<file path="src/rtl/ble_pkg.sv">
// Shared types and constants for the BLE link-layer transmitter and its CRC helper.
package ble_pkg;

  typedef enum logic [2:0] {
    S_IDLE,
    S_PREAMBLE,
    S_AA,
    S_HEADER,
    S_PAYLOAD,
    S_CRC
  } tx_state_e;

  localparam logic [23:0] BLE_CRC_POLY   = 24'h00065B;
  localparam logic [7:0]  BLE_PREAMBLE_0 = 8'hAA;
  localparam logic [7:0]  BLE_PREAMBLE_1 = 8'h55;

  localparam int LEN_PREAMBLE = 8;
  localparam int LEN_AA       = 32;
  localparam int LEN_HEADER   = 16;
  localparam int LEN_BYTE     = 8;
  localparam int LEN_CRC      = 24;

  // Index of the final bit of the field sent in state s.
  function automatic logic [4:0] field_last_idx(input tx_state_e s);
    case (s)
      S_PREAMBLE: return 5'(LEN_PREAMBLE - 1);
      S_AA:       return 5'(LEN_AA - 1);
      S_HEADER:   return 5'(LEN_HEADER - 1);
      S_PAYLOAD:  return 5'(LEN_BYTE - 1);
      S_CRC:      return 5'(LEN_CRC - 1);
      default:    return 5'd0;
    endcase
  endfunction

  function automatic logic [23:0] rev24(input logic [23:0] v);
    logic [23:0] r;
    for (int i = 0; i < 24; i++) r[i] = v[23-i];
    return r;
  endfunction

endpackage

</file>
<file path="src/rtl/ble_crc24_serial.sv">
// Bit-serial BLE CRC24 (poly 0x00065B); one input bit per enabled clock.
module ble_crc24_serial
  import ble_pkg::*;
#(
  parameter logic [23:0] CRC_INIT = 24'h555555
) (
  input  logic        clk,
  input  logic        rst_n,
  input  logic        init,
  input  logic        en,
  input  logic        bit_in,
  output logic [23:0] crc_out
);

  logic [23:0] r_crc;
  logic        w_fb;

  assign w_fb    = r_crc[23] ^ bit_in;
  assign crc_out = r_crc;

  always_ff @(posedge clk or negedge rst_n) begin
    if (!rst_n)    r_crc <= CRC_INIT;
    else if (init) r_crc <= CRC_INIT;
    else if (en)   r_crc <= {r_crc[22:0], 1'b0} ^ (w_fb ? BLE_CRC_POLY : 24'd0);
  end

endmodule

</file>
<file path="src/rtl/ble_packet_tx.sv">
// BLE 1M packet serialiser: preamble, AA, header, payload, CRC24, LSB first.
// Optional data whitening when BLE_TX_WHITEN_EN is defined.
module ble_packet_tx
  import ble_pkg::*;
#(
  parameter int          CLK_PER_BIT = 100,
  parameter logic [23:0] CRC_INIT    = 24'h555555,
  parameter int          MAX_PAYLOAD = 255
) (
  input  logic        clk,
  input  logic        rst_n,
  input  logic        start,
  input  logic [31:0] access_addr,
  input  logic [15:0] pdu_header,
  input  logic [5:0]  chan_idx,
  input  logic [7:0]  pl_data,
  input  logic        pl_valid,
  output logic        pl_ready,
  output logic        tx_bit,
  output logic        tx_bit_strobe,
  output logic        tx_active,
  output logic        tx_done,
  output logic        underrun,
  output tx_state_e   dbg_state
);

  localparam int            CW          = $clog2(CLK_PER_BIT);
  localparam logic [CW-1:0] LP_CNT_LAST = CW'(CLK_PER_BIT - 1);

  // Byte handshake: pl_ready is a single-cycle offer; the byte is taken iff pl_valid is high
  // in that same cycle, otherwise the packet is aborted with an underrun pulse.
  tx_state_e     r_state, w_next_state;
  logic [CW-1:0] r_cnt;
  logic [4:0]    r_idx, w_next_idx;
  logic [31:0]   r_shift, w_next_shift, r_aa;
  logic [15:0]   r_hdr;
  logic [7:0]    r_len_left, r_pl_byte, w_byte, w_preamble;
  logic          r_bit, r_strobe, r_done, r_underrun;
  logic          w_field_last, w_boundary, w_pl_ready, w_load, w_raw, w_tx_bit;
  logic          w_whiten, w_crc_en, w_crc_init, w_finish, w_abort, w_load_byte;
  logic [23:0]   w_crc, w_crc_rev;

  assign w_field_last = (r_idx == field_last_idx(r_state));
  assign w_boundary   = (r_state != S_IDLE) && (r_cnt == LP_CNT_LAST);
  assign w_pl_ready   = (r_state == S_HEADER || r_state == S_PAYLOAD) && w_field_last &&
                        (r_len_left != 8'd0) && (r_cnt == CW'(1));
  // With CLK_PER_BIT=2 the offer cycle is also the bit boundary, so bypass the holding reg.
  assign w_byte       = w_pl_ready ? pl_data : r_pl_byte;
  assign w_preamble   = access_addr[0] ? BLE_PREAMBLE_1 : BLE_PREAMBLE_0;
  assign w_crc_rev    = rev24(w_crc);
  assign w_crc_init   = (r_state == S_IDLE) && start;

  always_comb begin
    w_next_state = r_state;
    w_load       = 1'b0;
    w_raw        = 1'b0;
    w_next_shift = r_shift;
    w_next_idx   = r_idx;
    w_whiten     = 1'b0;
    w_crc_en     = 1'b0;
    w_finish     = 1'b0;
    w_abort      = 1'b0;
    w_load_byte  = 1'b0;
    if (r_state == S_IDLE) begin
      if (start) begin
        w_next_state = S_PREAMBLE;
        w_load       = 1'b1;
        w_raw        = w_preamble[0];
        w_next_shift = {24'd0, w_preamble} >> 1;
        w_next_idx   = 5'd0;
      end
    end else if (w_pl_ready && !pl_valid) begin
      w_abort      = 1'b1;
      w_next_state = S_IDLE;
    end else if (w_boundary) begin
      w_load       = 1'b1;
      w_raw        = r_shift[0];
      w_next_shift = r_shift >> 1;
      w_next_idx   = w_field_last ? 5'd0 : r_idx + 5'd1;
      w_whiten     = (r_state == S_HEADER) || (r_state == S_PAYLOAD) || (r_state == S_CRC);
      w_crc_en     = (r_state == S_HEADER) || (r_state == S_PAYLOAD);
      if (w_field_last) begin
        case (r_state)
          S_PREAMBLE: begin
            w_next_state = S_AA;
            w_raw        = r_aa[0];
            w_next_shift = r_aa >> 1;
            w_whiten     = 1'b0;
            w_crc_en     = 1'b0;
          end
          S_AA: begin
            w_next_state = S_HEADER;
            w_raw        = r_hdr[0];
            w_next_shift = {16'd0, r_hdr} >> 1;
            w_whiten     = 1'b1;
            w_crc_en     = 1'b1;
          end
          S_HEADER, S_PAYLOAD: begin
            w_whiten = 1'b1;
            if (r_len_left != 8'd0) begin
              w_next_state = S_PAYLOAD;
              w_raw        = w_byte[0];
              w_next_shift = {24'd0, w_byte} >> 1;
              w_crc_en     = 1'b1;
              w_load_byte  = 1'b1;
            end else begin
              w_next_state = S_CRC;
              w_raw        = w_crc_rev[0];
              w_next_shift = {8'd0, w_crc_rev} >> 1;
              w_crc_en     = 1'b0;
            end
          end
          default: begin
            // Last CRC bit period has ended.
            w_load       = 1'b0;
            w_whiten     = 1'b0;
            w_finish     = 1'b1;
            w_next_state = S_IDLE;
          end
        endcase
      end
    end
  end

  always_ff @(posedge clk or negedge rst_n) begin
    if (!rst_n) r_state <= S_IDLE;
    else        r_state <= w_next_state;
  end

  always_ff @(posedge clk or negedge rst_n) begin
    if (!rst_n) begin
      r_cnt      <= '0;
      r_idx      <= '0;
      r_shift    <= '0;
      r_aa       <= '0;
      r_hdr      <= '0;
      r_len_left <= '0;
      r_pl_byte  <= '0;
      r_bit      <= 1'b0;
      r_strobe   <= 1'b0;
      r_done     <= 1'b0;
      r_underrun <= 1'b0;
    end else begin
      r_strobe   <= w_load;
      r_done     <= w_finish;
      r_underrun <= w_abort;
      if (w_load) begin
        r_bit   <= w_tx_bit;
        r_shift <= w_next_shift;
        r_idx   <= w_next_idx;
        r_cnt   <= '0;
      end else if (w_finish || w_abort) begin
        r_bit <= 1'b0;
        r_idx <= '0;
        r_cnt <= '0;
      end else if (r_state != S_IDLE) begin
        r_cnt <= r_cnt + CW'(1);
      end
      if (w_crc_init) begin
        r_aa       <= access_addr;
        r_hdr      <= pdu_header;
        r_len_left <= (int'(pdu_header[15:8]) > MAX_PAYLOAD) ? 8'(MAX_PAYLOAD) : pdu_header[15:8];
      end else if (w_load_byte) begin
        r_len_left <= r_len_left - 8'd1;
      end
      if (w_pl_ready && pl_valid) r_pl_byte <= pl_data;
    end
  end

  ble_crc24_serial #(.CRC_INIT(CRC_INIT)) u_crc (
    .clk     (clk),
    .rst_n   (rst_n),
    .init    (w_crc_init),
    .en      (w_load && w_crc_en),
    .bit_in  (w_raw),
    .crc_out (w_crc)
  );

`ifdef BLE_TX_WHITEN_EN
  logic [6:0] r_w;
  assign w_tx_bit = w_raw ^ (w_whiten & r_w[6]);

  always_ff @(posedge clk or negedge rst_n) begin
    if (!rst_n)                  r_w <= '1;
    else if (w_crc_init)         r_w <= {chan_idx[0], chan_idx[1], chan_idx[2], chan_idx[3],
                                         chan_idx[4], chan_idx[5], 1'b1};
    else if (w_load && w_whiten) r_w <= {r_w[5:4], r_w[3] ^ r_w[6], r_w[2:0], r_w[6]};
  end
`else
  logic w_unused_chan;
  assign w_unused_chan = ^{chan_idx, w_whiten};
  assign w_tx_bit      = w_raw;
`endif

  assign pl_ready      = w_pl_ready;
  assign tx_bit        = r_bit;
  assign tx_bit_strobe = r_strobe;
  assign tx_active     = (r_state != S_IDLE);
  assign tx_done       = r_done;
  assign underrun      = r_underrun;
  assign dbg_state     = r_state;

endmodule

</file>
<file path="config.mk">
export PLATFORM = sky130hd
export DESIGN_NAME = ble_packet_tx
export DESIGN_NICKNAME = d
export VERILOG_FILES = /design/src/rtl/ble_pkg.sv /design/src/rtl/ble_crc24_serial.sv /design/src/rtl/ble_packet_tx.sv
export SDC_FILE = /design/constraint.sdc
export NUM_CORES = 1
export LEC_CHECK = 0
export BUFFER_PORTS_ARGS = -buffer_cell sky130_fd_sc_hd__buf_4
export CORE_MARGIN = 4
export CORE_UTILIZATION = 35
export DETAILED_ROUTE_END_ITERATION = 10
export PLACE_DENSITY = 0.64
export SLEW_MARGIN = 20
export SYNTH_ARGS = -nofsm -noshare
export SYNTH_HDL_FRONTEND = slang
export SYNTH_SLANG_ARGS = --single-unit
</file>
<file path="constraint.sdc">
create_clock -name clk -period 5.7 [get_ports clk]
set_input_delay 0.285 -clock clk [delete_from_list [all_inputs] [get_ports clk]]
set_output_delay 0.285 -clock clk [all_outputs]
set_load 0.01 [all_outputs]
</file>
# Yosys cells after proc, flatten, opt, wreduce, memory -nomap -nowiden
# Cells that the tools add are included.
# word_totals
ff_bits,139
in_bits,66
output_inout_bits,9
wordCells,123
# classes
n_addsub,3
eq_ne,13
muxes,65
bitwise,2
reduce_logical,27
# ops
op,n
$mux W32,4
$pmux W31 S3,1
$mux W24,2
$mux W5,7
$mux W1,32
$mux W8,4
$mux W31,1
$xor A24 B24 Y24,1
$mux W23,1
$mux W7,3
$pmux W5 S4,1
$mux W3,5
$reduce_bool A3 Y1,4
$mux W11,1
$pmux W3 S3,1
$logic_and A1 B1 Y1,8
$reduce_and A4 Y1,2
$reduce_bool A2 Y1,4
$reduce_bool A8 Y1,1
$sub A8 B1 Y8 const B,1
$add A7 B1 Y7 const B,1
$eq A7 B1 Y1 const B,1
$eq A7 B7 Y1 const B,1
$eq A3 B2 Y1 const B,2
other kinds (15),21

# Longest topological paths before layout
# depth
ltp_word,19
mapped_depth,14
ltp_nobuf,11

# Cells and area by module
# From an unflattened synthesis, not the netlist that was laid out.
# hier_totals
cells_unflattened,707
area_unflattened_um2,6712.7
# modules_own_cells
mod,instances,cells_each,area_each_um2,seq_area_each_um2
ble_packet_tx,1,617,5644.2,2852.7
ble_crc24_serial,1,90,1068.5,615.6

# Worst setup path before layout
# OpenSTA, ideal clock, no wires.
# synth_path
kind,reg2reg
startpoint,"register r_state[0], in the netlist dbg_state[0]"
endpoint,"register u_crc.r_crc[1], in the netlist u_crc.crc_out[1]"
arrival_ps,2466
slack_ps,3098
stages_incl_launch_ff,10
n_path_buf,1
cell_sequence,dfrtp_1 > buf_6 > or2_4 > o32a_1 > and3_4 > nor3_4 > o21a_1 > mux2_2 > o31ai_1 > o211ai_1
# synth_between
elab_chain_len,19
# synth_lines
item,line_no,source
"start, declared",ble_packet_tx.sv:32,"tx_state_e r_state, w_next_state;"
"start signal, assigned",ble_packet_tx.sv:127,else r_state <= w_next_state;
$eq A3 B3 Y1 or $eq A3 B1 Y1 (tied branches),--,
$reduce_or A2 Y1 (no line),--,
$pmux W5 S4,ble_pkg.sv:25,case (s)
$eq A5 B5 Y1,ble_packet_tx.sv:43,assign w_field_last = (r_idx == field_last_idx(r_state));
$logic_and A1 B1 Y1 (2 in a row),ble_packet_tx.sv:45,assign w_pl_ready = (r_state == S_HEADER || r_state == S_PAYLOAD) && w_field_last &&
$logic_and A1 B1 Y1,ble_packet_tx.sv:46,(r_len_left != 8'd0) && (r_cnt == CW'(1));
$mux W8,ble_packet_tx.sv:48,assign w_byte = w_pl_ready ? pl_data : r_pl_byte;
$mux W1,ble_packet_tx.sv:100,if (r_len_left != 8'd0) begin
(+2 left out),--,
$mux W1,ble_packet_tx.sv:75,end else if (w_boundary) begin
$mux W1,ble_packet_tx.sv:72,end else if (w_pl_ready && !pl_valid) begin
$mux W1,ble_packet_tx.sv:64,if (r_state == S_IDLE) begin
$xor A1 B1 Y1,ble_crc24_serial.sv:18,assign w_fb = r_crc[23] ^ bit_in;
$mux W11,ble_crc24_serial.sv:24,"else if (en) r_crc <= {r_crc[22:0], 1'b0} ^ (w_fb ? BLE_CRC_POLY : 24'd0);"
$xor A24 B24 Y24,ble_crc24_serial.sv:24,
$mux W24,ble_crc24_serial.sv:24,
$mux W24,ble_crc24_serial.sv:23,else if (init) r_crc <= CRC_INIT;
"end signal, assigned",ble_crc24_serial.sv:24,
"end, declared",ble_crc24_serial.sv:15,logic [23:0] r_crc;
# Several ways; a longest one is shown, not always the timed one. The select of a mux whose other input is x is not followed.
# A chain may end at the register's enable or synchronous reset.

# Worst setup path after layout
# layout_path
startpoint,"register r_state[1], in the netlist dbg_state[1]"
endpoint,"register u_crc.r_crc[9], in the netlist u_crc.crc_out[9]"
# Same word-level chain as after synthesis.

==> results.ini <==
[clocking]
cts-root-buf=clkbuf_16
path_clk_slew_ns=0.06
cts_buffers=17
cts.sinks=138
clk_latency_ns=0.42
cts_htree_levels=4
cts_max_path_buffers=2
cts_tree=built
postCtsResizedCells=0

[synth]
syn_area_um2=6829
yosys.area.top_type=dfrtp_1
ys_seq_area_share_pct=50.79
synth_nets=817
yosys_register_bits=138
synth.avg_cell_area_um2=9.142
ys_warn_count=0
netlist.area_leader.share_pct=46.17
synthAdderAreaFrac_pct=0.7329
synth_compound_area_share_pct=16.12
synth_ff_type=dfrtp_1
synth_top_family_by_area=simple AND/OR/NAND/NOR gates
ys_async_sr_fraction_pct=100.0
synth_cell_types=68
muxShareOfSynthArea_pct=2.657
synth-simple-area-share_pct=23.89
synth_cells=747
synth_edf_count=0
synth.area.top_cells=dfrtp_1 (46%), nand2_1 (13%), dfstp_2 (4.6%), nor2_1 (3.3%), a222oi_1 (2.2%)
synth-xor-area-share_pct=2.052

[worst_setup_path]
r2r_end=u_crc.crc_out[9]$_DFFE_PN0P_
start_kind=register
regToRegSetupSlack_ns=1.37
slowest_stage=nor3_4
setup.worst_path.class=register to register
cp.required_ns=5.98
r2r_start=dbg_state[1]$_DFFE_PN0P_
rr_worst_depth=10
crit_arrival_ns=4.61
slowest_delay_ns=0.79
endpoint_kind=register
crit_chain=or2_4 -> nor2_4 -> inv_2 -> a211oi_2 -> o21ai_2 -> nor3_4 -> o21a_1 -> mux2_2 -> o31ai_1 -> o211ai_1
critPathMaxFanout=23

[job]
maxCapViolCount=0

[global_route]
grt_max_degree=73
grt_pass1_vias=5558
grt_pass1_wl_mm=28.88
grt_antenna_before_repair=0
grt.overflow.total=0
grt_usage_pct=16.37

[floorplan]
initial_core_util_pct=36.03
core_um2=18960
die_w_um=147.7
fp.dieH_um=147.7
ios=75
std_cell_rows=50
fp.dieArea_um2=21810

[cells_and_area]
final_cell_mix=nand2_1 (228), dfrtp_1 (126), buf_4 (75)
fin_cells=1065
drive_above_1_share_pct=18.88
multi_input_area_um2=3108
nets=863
n_antenna_cell=0
fillerInstances=1864
area_growth_pct=19.26
seqCellArea_um2=3468
layout_commonest_cell=nand2_1

[routing]
first_pass_iters=7
wl_per_cell_um=16.22
drtIter0Drc=539
final_antenna_net_count=0
wirelength_mm=17.28
vias=5634
post_drt_via_cell_ratio=5.290
drc=0

[sta]
fmax_mhz=231.0
finalHoldViolations=0
setup_ws_ns=1.370
rsz0062_at_grt=no
setup_viol=0
fin_crit_ns=4.330
period_share_pct=75.96
fin_worst_skew_ns=0.01415
setup-tns-final_ns=0
slew-limit-headroom_pct=32.07
final-max-slew-violation-count=0
worst_pin_slew_ns=1.018
holdWs_ns=0.04580

[min_path]
worstHoldPathCells=3
min_from=access_addr[7]
holdCritPathClass=input pin to register
whs_endpoint=r_aa[7]$_DFFE_PN0P_

[pwr]
leakagePower_uw=0.003675
power_uw=2434
vdd_drop_max_uv=212.0
powerDensity_nw_per_um2=298.9

[place]
dp_cells=1033
pre_cts_ws_ns=1.442
numPortBuffers=68
gp_congestion=0.8558
hpwl_mm=11.32

[outcome]
outcome=finished clean

==> critical path, delay by kind of cell (launching register included) <==
| kind | cells | cell delay, ns |
|---|---|---|
| AOI/OAI and AO/OA | 5 | 1.25 |
| DFF | 1 | 0.58 |
| buffers and inverters | 1 | 0.33 |
| and+or+nand+nor | 3 | 1.58 |
| muxes | 1 | 0.40 |
==> state kept, by name, indices dropped and copies added (netlist names) <==
register / cells
r_aa: 32
r_shift: 31
u_crc.crc_out: 24
r_hdr: 16
r_len_left: 8
r_pl_byte: 8
r_cnt: 7
r_idx: 5
dbg_state: 3
tx_bit: 1
tx_bit_strobe: 1
tx_done: 1
underrun: 1
==> logic make-up (layout without fill, tap and decap cells) <==
group	after synthesis	after routing
AO/OA/AOI/OAI	142	142
buffers and inverters	56	114
adder cells (fa/ha/maj)	4	4
AND/OR/NAND/NOR	374	374
XOR/XNOR	16	16
multiplexers	17	17
flip-flops	138	138
==> worst max path at each step <==
stage | start | to | slack (ns)
2_1_floorplan | dbg_state[0]$_DFFE_PN0P_ | u_crc.crc_out[1]$_DFFE_PN0P_ | 3.10
3_3_place_gp | dbg_state[1]$_DFFE_PN0P_ | u_crc.crc_out[0]$_DFFE_PN1P_ | 1.48
3_5_place_dp | dbg_state[1]$_DFFE_PN0P_ | u_crc.crc_out[0]$_DFFE_PN1P_ | 1.44
4_1_cts | dbg_state[1]$_DFFE_PN0P_ | u_crc.crc_out[0]$_DFFE_PN1P_ | 1.40
5_1_grt | dbg_state[0]$_DFFE_PN0P_ | u_crc.crc_out[0]$_DFFE_PN1P_ | 1.11
6_report | dbg_state[1]$_DFFE_PN0P_ | u_crc.crc_out[9]$_DFFE_PN0P_ | 1.37
==> repair_timing <==
item / 4_1_cts / 5_1_grt
buffers inserted: 0 / 0
hold buffers: 1 / 0
endpoints found under the hold margin: 64 / 0
==> through the flow <==
step,util [%],area (um2)
after global routing,42.96,8144
after global placement,39.56,7498
final,42.96,8144
after detailed placement,39.56,7498
after floorplan,-,6829
after CTS,42.96,8144
==> cell usage after synthesis (4+ instances only) <==
cell type  instances
a211oi_1           4
a21oi_1           15
a221oi_1           8
a222oi_1          15
a22oi_1            7
and3_1             5
and4_1             4
buf_2             16
clkbuf_1          27
dfrtp_1          126
dfstp_2           12
ha_1               4
inv_1              4
mux2_2             9
mux2i_1            8
nand2_1          229
nand3_1           21
nand4_1            7
nor2_1            60
nor3_1            18
o2111ai_1          9
o211ai_1          19
o21ai_0           22
o21ai_1            4
o31ai_1           11
o41ai_1            8
xnor2_1            6
xor2_1            10
==> report_power, final <==
part / switching [uW] / internal (uW) / total, uW / leakage, uW
clock: 422 / 767 / 1190 / 0.000313
combinational: 94.3 / 85.6 / 180 / 0.00166
sequential: 46.0 / 1020 / 1070 / 0.00170
total: 562 / 1870 / 2430 / 0.00368
==> area by class of cell <==
cell class,instances,share of cell area [%]
timing repair buffer,77,7.175
clock inverter,10,2.028
sequential,138,42.59
inverter,6,0.2765
clock buffer,21,5.777
tap,260,3.994
multi-input combinational,553,38.16
==> per-layer routing <==
metal / vias to the layer above / routed length, um / global-route usage [%] / share of wire (%)
met1: 2731 / 8023 / 22.92 / 46
met3: 12 / 906 / 3.556 / 5.2
met2: 170 / 8210 / 25.83 / 48
met5: - / 0 / 0 / 0
met4: 0 / 139 / 4.380 / 0.80
li1: 2721 / - / - / -
Power figures use the tool's default switching activity.
